--- src/rtl/regfile_wb_pkg.sv ---
// rtl/regfile_wb_pkg.sv - shared widths and constants for the register file slice
package regfile_wb_pkg;

    localparam int RegNum      = 32;
    localparam int RegBusW     = 32;
    localparam int RegAddrBusW = 5;
    localparam int SbCntW      = 2;

    typedef logic [RegBusW-1:0]     reg_bus_t;
    typedef logic [RegAddrBusW-1:0] reg_addr_t;

    localparam reg_bus_t  ZeroWord   = '0;
    localparam reg_addr_t NOPRegAddr = '0;

    localparam logic WriteEnable  = 1'b1;
    localparam logic WriteDisable = 1'b0;
    localparam logic ReadEnable   = 1'b1;
    localparam logic ReadDisable  = 1'b0;
    localparam logic RstEnable    = 1'b1;
    localparam logic Stop         = 1'b1;
    localparam logic NoStop       = 1'b0;

endpackage

--- src/rtl/regfile_wb_sb.sv ---
// rtl/regfile_wb_sb.sv - per-register load scoreboard and ID stall request
module regfile_sb
    import regfile_wb_pkg::*;
#(
    parameter int NREGS = 32,
    parameter int AW    = 5,
    parameter int CW    = 2
) (
    input  logic          clk,
    input  logic          rst,
    input  logic          we,
    input  logic [AW-1:0] waddr,
    input  logic          wb_load,
    input  logic          re1,
    input  logic [AW-1:0] raddr1,
    input  logic          re2,
    input  logic [AW-1:0] raddr2,
    input  logic          issue_load,
    input  logic [AW-1:0] issue_addr,
    input  logic          flush,
    output logic          stall_req,
    output logic          sb_ovf
);

    localparam logic [CW-1:0] CntMax = '1;

    logic [CW-1:0] cnt [NREGS];
    logic          inc;
    logic          dec;
    logic          ovf_set;
    logic          busy1;
    logic          busy2;

    assign inc = issue_load && (issue_addr != NOPRegAddr);
    assign dec = we && wb_load && (waddr != NOPRegAddr);

    // A matching inc/dec pair cancels, so saturation only counts on a lone inc
    assign ovf_set = inc && !(dec && (waddr == issue_addr)) && (cnt[issue_addr] == CntMax);

    for (genvar g = 0; g < NREGS; g++) begin : g_cnt
        if (g == 0) begin : g_zero
            assign cnt[g] = '0;
        end else begin : g_reg
            logic inc_r;
            logic dec_r;
            assign inc_r = inc && (issue_addr == AW'(g));
            assign dec_r = dec && (waddr == AW'(g));

            always_ff @(posedge clk) begin
                if (rst || flush) begin
                    cnt[g] <= '0;
                end else if (inc_r && !dec_r && cnt[g] != CntMax) begin
                    cnt[g] <= cnt[g] + 1'b1;
                end else if (dec_r && !inc_r && cnt[g] != '0) begin
                    cnt[g] <= cnt[g] - 1'b1;
                end
            end
        end
    end

    always_ff @(posedge clk) begin
        if (rst) begin
            sb_ovf <= 1'b0;
        end else if (!flush && ovf_set) begin
            sb_ovf <= 1'b1;
        end
    end

    // A load retiring this cycle no longer blocks its reader; the bypass covers it
    assign busy1 = (cnt[raddr1] > CW'(1)) ||
                   ((cnt[raddr1] == CW'(1)) && !(dec && (waddr == raddr1)));
    assign busy2 = (cnt[raddr2] > CW'(1)) ||
                   ((cnt[raddr2] == CW'(1)) && !(dec && (waddr == raddr2)));

    assign stall_req = !rst &&
                       ((re1 && (raddr1 != NOPRegAddr) && busy1) ||
                        (re2 && (raddr2 != NOPRegAddr) && busy2));

endmodule

--- src/rtl/regfile_wb.sv ---
// rtl/regfile_wb.sv - 32x32 register file with writeback bypass and load scoreboard
module regfile_wb
    import regfile_wb_pkg::*;
#(
    parameter int NREGS = RegNum,
    parameter int DW    = RegBusW,
    parameter int AW    = RegAddrBusW,
    parameter int CW    = SbCntW
) (
    input  logic          clk,
    input  logic          rst,
    input  logic          we,
    input  logic [AW-1:0] waddr,
    input  logic [DW-1:0] wdata,
    input  logic          wb_load,
    input  logic          re1,
    input  logic [AW-1:0] raddr1,
    output logic [DW-1:0] rdata1,
    input  logic          re2,
    input  logic [AW-1:0] raddr2,
    output logic [DW-1:0] rdata2,
    input  logic          issue_load,
    input  logic [AW-1:0] issue_addr,
    input  logic          flush,
    output logic          stall_req,
    output logic          sb_ovf
);

    logic [DW-1:0] regs [NREGS];

    always_ff @(posedge clk) begin
        if (rst == RstEnable) begin
            for (int i = 0; i < NREGS; i++) begin
                regs[i] <= '0;
            end
        end else if (we == WriteEnable && waddr != NOPRegAddr) begin
            regs[waddr] <= wdata;
        end
    end

    always_comb begin
        rdata1 = '0;
        if (rst == RstEnable || re1 == ReadDisable || raddr1 == NOPRegAddr) begin
            rdata1 = '0;
        end else if (we == WriteEnable && waddr == raddr1) begin
            rdata1 = wdata;
        end else begin
            rdata1 = regs[raddr1];
        end
    end

    always_comb begin
        rdata2 = '0;
        if (rst == RstEnable || re2 == ReadDisable || raddr2 == NOPRegAddr) begin
            rdata2 = '0;
        end else if (we == WriteEnable && waddr == raddr2) begin
            rdata2 = wdata;
        end else begin
            rdata2 = regs[raddr2];
        end
    end

    regfile_sb #(
        .NREGS (NREGS),
        .AW    (AW),
        .CW    (CW)
    ) u_sb (
        .clk        (clk),
        .rst        (rst),
        .we         (we),
        .waddr      (waddr),
        .wb_load    (wb_load),
        .re1        (re1),
        .raddr1     (raddr1),
        .re2        (re2),
        .raddr2     (raddr2),
        .issue_load (issue_load),
        .issue_addr (issue_addr),
        .flush      (flush),
        .stall_req  (stall_req),
        .sb_ovf     (sb_ovf)
    );

endmodule

--- config.mk ---
export PLATFORM = sky130hd
export DESIGN_NAME = regfile_wb
export DESIGN_NICKNAME = d
export VERILOG_FILES = /design/src/rtl/regfile_wb_pkg.sv /design/src/rtl/regfile_wb_sb.sv /design/src/rtl/regfile_wb.sv
export SDC_FILE = /design/constraint.sdc
export NUM_CORES = 2
export LEC_CHECK = 0
export BUFFER_PORTS_ARGS = -buffer_cell sky130_fd_sc_hd__buf_2
export CAP_MARGIN = 20
export CORE_MARGIN = 2
export CORE_UTILIZATION = 40
export CTS_BUF_LIST = sky130_fd_sc_hd__clkbuf_4 sky130_fd_sc_hd__clkbuf_8
export DETAILED_ROUTE_END_ITERATION = 7
export PLACE_DENSITY = 0.57
export SLEW_MARGIN = 20
export SYNTH_ARGS = -nofsm -noshare
export SYNTH_HDL_FRONTEND = slang
export SYNTH_HIERARCHICAL = 1
export SYNTH_SLANG_ARGS = --single-unit
--- constraint.sdc ---
create_clock -name clk -period 4 [get_ports clk]
set_clock_uncertainty 0.05 [all_clocks]
set_input_delay 0.8 -clock clk [delete_from_list [all_inputs] [get_ports clk]]
set_output_delay 0.8 -clock clk [all_outputs]
set_load 0.01 [all_outputs]
### Yosys cells after proc, flatten, opt, wreduce, memory -nomap -nowiden

Memory sizes are Yosys's and may differ from the RTL's.
Index checks and enable logic that the tools add are counted.

| storage, ports and cells | value |
|---|---|
| register bits | 63 |
| memory bits (writable) | 1024 |
| input port bits | 60 |
| logic and storage cells | 636 |
| memories kept | 1 |

| cells by class | value |
|---|---|
| $add $sub $neg | 62 |
| order comparisons | 5 |
| equal/unequal tests | 99 |
| mux-type cells | 83 |
| bitwise operators | 5 |
| reduce and logical (&&, ||, !) cells | 349 |

Memory list:

| name | words | bits a word | rd ports | clocked after Yosys merged registers in | wr ports | line | source |
|---|---|---|---|---|---|---|---|
| regs | 32 | 32 | 2 | 0 | 32 | regfile_wb.sv:29 | `logic [DW-1:0] regs [NREGS];` |

Operators by type and width:

| kind | number |
|---|---|
| 1-bit logical AND | 205 |
| 5-bit == test, second input constant | 32 |
| 32-bit two-way mux | 5 |
| 2-bit two-way mux | 68 |
| 2-bit nonzero test | 62 |
| 5-bit by 4-bit == test with 1-bit output, second input constant | 16 |
| 1-bit zero test | 67 |
| 2-bit by 1-bit adder with 2-bit output, second input constant | 31 |
| 2-bit inequality test, second input constant | 31 |
| 2-bit by 1-bit subtractor with 2-bit output, second input constant | 31 |
| 5-bit by 3-bit == test with 1-bit output, second input constant | 8 |
| 32-bit OR reduction | 1 |
| 2-bit binary-select mux with 5-bit select | 3 |
| 5-bit by 2-bit == test with 1-bit output, second input constant | 4 |
| 5-bit nonzero test | 4 |
| 6-bit greater-or-equal comparator, second input constant | 3 |
| 5-bit NOT with 6-bit output | 3 |
| 5-bit == test | 3 |
| 5-bit by 1-bit == test with 1-bit output, second input constant | 2 |
| 5-bit zero test | 2 |
| 1-bit logical OR | 8 |
| 1-bit two-way mux | 6 |
| 5-bit two-way mux | 1 |
| 2-bit by 1-bit == test with 1-bit output, second input constant | 2 |
| 3 further kinds | 5 |

### Depth between registers and ports, before layout

| logic depth | value |
|---|---|
| depth in word-level cells | 10 |
| gate-level depth with buffers | 10 |
| mapped depth without buffers | 6 |

### Modules after synthesis

The synthesis kept the hierarchy.

Modules (own cells, without submodules):

| module | times used | cells an instance | area an instance (µm²) |
|---|---|---|---|
| regfile_wb | 1 | 3797 | 54961.5 |
| regfile_sb | 1 | 737 | 5347.6 |

### Worst setup path after synthesis

OpenSTA, ideal clock, no wires.

| path | value |
|---|---|
| path type | input -> output |
| start | in raddr1[0] |
| end | out rdata1[4] |
| arrival | 2.534 ns |
| required time | 3.150 ns |
| setup slack | 0.616 ns |
| stages on the path | 8 |
| path buffers | 4 |
| cell sequence | buf_6 > buf_6 > buf_6 > buf_2 > mux4_2 > a22oi_1 > a21oi_1 > a22o_1 |

| on the way | value |
|---|---|
| word-level cells in the longest chain between the ends | 4 |
| elaborated cells between the ends (all ways) | 7 |
| those cells by class | 1 x eq/ne; 2 x mux; 3 x reduce/logical; 1 x memory |

RTL lines:

| element | line | source |
|---|---|---|
| start, declared | regfile_wb.sv:17 | `input logic [AW-1:0] raddr1,` |
| parallel branches: the longest is 3 deep, another holds memory read 32 x 32 bit | -- |  |
| 32-bit two-way mux (*) | regfile_wb.sv:43 | `if (rst == RstEnable \|\| re1 == ReadDisable \|\| raddr1 == NOPRegAddr) begin` |
| end, declared | regfile_wb.sv:18 | `output logic [DW-1:0] rdata1,` |

Mark *: on every way between the ends.

### Worst setup path after layout

| path | value |
|---|---|
| start | in raddr2[1] |
| end | out rdata2[4] |

| on the way | value |
|---|---|
| word-level cells in the longest chain between the ends | 4 |
| elaborated cells between the ends (all ways) | 7 |
| those cells by class | 1 x eq/ne; 2 x mux; 3 x reduce/logical; 1 x memory |

RTL lines:

| element | line | source |
|---|---|---|
| start, declared | regfile_wb.sv:20 | `input logic [AW-1:0] raddr2,` |
| parallel branches: the longest is 3 deep, another holds memory read 32 x 32 bit | -- |  |
| 32-bit two-way mux (*) | regfile_wb.sv:54 | `if (rst == RstEnable \|\| re2 == ReadDisable \|\| raddr2 == NOPRegAddr) begin` |
| end, declared | regfile_wb.sv:21 | `output logic [DW-1:0] rdata2,` |

Marks and branches as above.

==> flow_summary.json <==
{
  "nets": 4799,
  "cts_buffers": 186,
  "vias_per_cell": 6.24,
  "syn_to_final_growth_pct": 14.5,
  "crit_path_cell_trace": "buf_8 -> buf_4 -> nor2_4 -> buf_4 -> a221oi_1 -> o21ai_0 -> a21oi_1 -> a221o_1 -> buf_2",
  "nFillCells": 13300,
  "layout_min_cycle_time_ps": 3960,
  "clk_latency_ps": 940,
  "die_w_um": 392,
  "synthFlopType": "edfxtp_1",
  "synth_top_area_share": 0.510,
  "worst_slack_ps": 35.6,
  "yosysTopAreaCell": "edfxtp_1",
  "leakage_uw": 0.0242,
  "final_common_cell": "edfxtp_1",
  "required_ps": 3150,
  "mostFrequentLayoutCells": "1024 x edfxtp_1, 995 x and2_1, 403 x mux4_2",
  "ios": 126,
  "yosysSeqAreaShare": 0.531,
  "drt_wl_total_um": 228000,
  "hp-class": "input port to register",
  "cpMostUsedCell": "buf_4",
  "drive_gt1_frac": 0.259,
  "path_delay_family": "compound AO/OA/AOI/OAI gates",
  "worst_ep_arrival_time_ps": 3110,
  "clk_pin_slew_ps": 60,
  "maxCapViolCount": 0,
  "grt_overflow_total": 0,
  "vias": 43100,
  "syn-cell-area_mm2": 0.0603,
  "path_class": "input port to output port",
  "max_freq_ghz": 0.252,
  "cts.sinks": 1087,
  "max_slew_margin": 0.378,
  "die-height_um": 392,
  "drt_iter0_drc": 6043,
  "synth-edff-count": 1024,
  "avgSynthCellArea_um2": 13.3,
  "synth_cell_types": 73,
  "whs_ps": 240,
  "synthArstFlopShare": 0,
  "cts_hold_buffers": 0,
  "grt_max_degree": 53,
  "power_density_mw_per_mm2": 390,
  "syn_inst": 4534,
  "worstMarginPinSlew_ps": 933,
  "synth-seq-cells": 1087,
  "row_count": 142,
  "ant_nets": 0,
  "port_buffers": 125,
  "yosys_warnings": 6,
  "core_mm2": 0.150,
  "drc": 0,
  "antenna_found_initial": 33,
  "grt_pass1_wl_um": 320000,
  "cts_tree": "done",
  "crit_slowest_cell": "a221oi_1",
  "setup_viol": 0,
  "finalCritPeriodShare": 0.991,
  "synthTopCellsByArea": "edfxtp_1 51%, mux4_2 15%, and2_1 10%",
  "hold_violations": 0,
  "slew_viol_final": 0,
  "status": "complete, no violations",
  "start_kind": "input port",
  "irDropWorstVdd_mv": 0.282,
  "clockBufferDepth": 3,
  "pre_cts_ws_ps": -287,
  "start_util": 0.403,
  "grt_use_total": 0.296,
  "wl_per_cell_um": 32.9,
  "critPathMaxFanout": 20,
  "cp-end-kind": "output port",
  "cts-root-buf": "clkbuf_8",
  "slowest_delay_ps": 450,
  "gp_congestion": 0.876,
  "cts.htree.levels": 4,
  "grt_pass1_vias": 42400,
  "first_pass_iters": 8,
  "crit_buf_inv": 4,
  "dp_hpwl_um": 137000,
  "die-area_mm2": 0.154
}
[cells in the mapped netlist, types with 12 or more instances]
master and instances:
a2111oi_0 16, a211o_1 22, buf_4 21, o221ai_1 32, nor2_1 85, o22ai_1 33, xnor2_1 14, clkbuf_1 324
a21oi_1 185, mux2i_1 271, inv_1 32, o211ai_1 12, nor2b_1 49, buf_2 87, a22o_1 62, a211oi_1 35
a31oi_1 34, nand2_1 160, a2111oi_2 13, and2_1 996, or2_2 35, o21bai_1 24, dfxtp_1 63, nand3_1 88
a221oi_1 66, edfxtp_1 1024, buf_1 19, buf_6 19, mux4_2 403, o21ai_0 84, nand3b_1 16, a221o_1 31
a22oi_1 66
[cells by family after synthesis]
family,count (synthesis),synth area share
compound gates,738,0.0870
mux,680,0.197
xor+xnor,25,0.00363
flops,1087,0.531
other cells,1,0.0000622
simple gates,1500,0.145
buf+inv,503,0.0368
[stage by stage]
step | util | instance area, um2 | setup TNS [ps] | power [uW] | instances
after global routing | 0.461 | 69100 | -0.330 | 27800 | 6897
after detailed placement | 0.436 | 65300 | -763 | 17000 | 6560
after floorplan | - | 60400 | 0 | 15500 | 4565
after CTS | 0.460 | 68900 | -0.617 | 27000 | 6888
after global placement | 0.436 | 65300 | -884 | 17000 | 6560
final | 0.461 | 69100 | 0 | 27000 | 6905
[path summary, 6_finish.rpt]
| kind | slack, ps | start | depth (start not counted) | to |
|---|---|---|---|---|
| max | 40 | raddr2[1] | 9 | rdata2[4] |
| min | 240 | issue_load | 3 | u_sb/sb_ovf$_SDFFE_PP0P_ |
| max reg2reg | 2260 | u_sb/cnt[17]$_SDFFE_PP0P_ | 5 | u_sb/sb_ovf$_SDFFE_PP0P_ |
| min reg2reg | 460 | u_sb/cnt[59]$_SDFFE_PP0P_ | 2 | u_sb/cnt[59]$_SDFFE_PP0P_ |
[timing repair]
item,CTS,global route
endpoints found under the setup margin,9,14
buffers inserted,0,6
gates cloned,0,1
pin swaps,0,1
resized for setup,15,12
[cell type report]
class                           instances  area, um2  area share
Antenna cell                           10       25.0    0.000362
Multi-Input combinational cell       2975      26600       0.385
Inverter                               33        125     0.00181
Sequential cell                      1087      32000       0.463
Tap cell                             2016       2520      0.0365
Clock inverter                         78        462     0.00668
Clock buffer                          250       3090      0.0447
Timing Repair Buffer                  456       4250      0.0615
[layer usage]
layer | GRT usage | share of wire
met4 | 0.126 | 0.042
met2 | 0.461 | 0.46
met5 | 0 | 0.00022
met3 | 0.0644 | 0.11
met1 | 0.399 | 0.39
[tightest hold or removal path: cells and delay by family]
| family | cells | cell delay (ps) |
|---|---|---|
| AOI/OAI and AO/OA | 1 | 100 |
| buffers and inverters | 1 | 180 |
| and+or+nand+nor | 1 | 90 |
[state kept, by name, summed over array words and instances, names as in the netlist]
name and count:
u_sb/cnt 62, regs 1024, u_sb/sb_ovf 1
[power by group]
part / leakage [uW] / switching [uW] / internal [uW]
Sequential: 0.0103 / 318 / 13000
Combinational: 0.0120 / 2090 / 1470
Clock: 0.00187 / 4870 / 5190
Power figures use the tool's default switching activity.
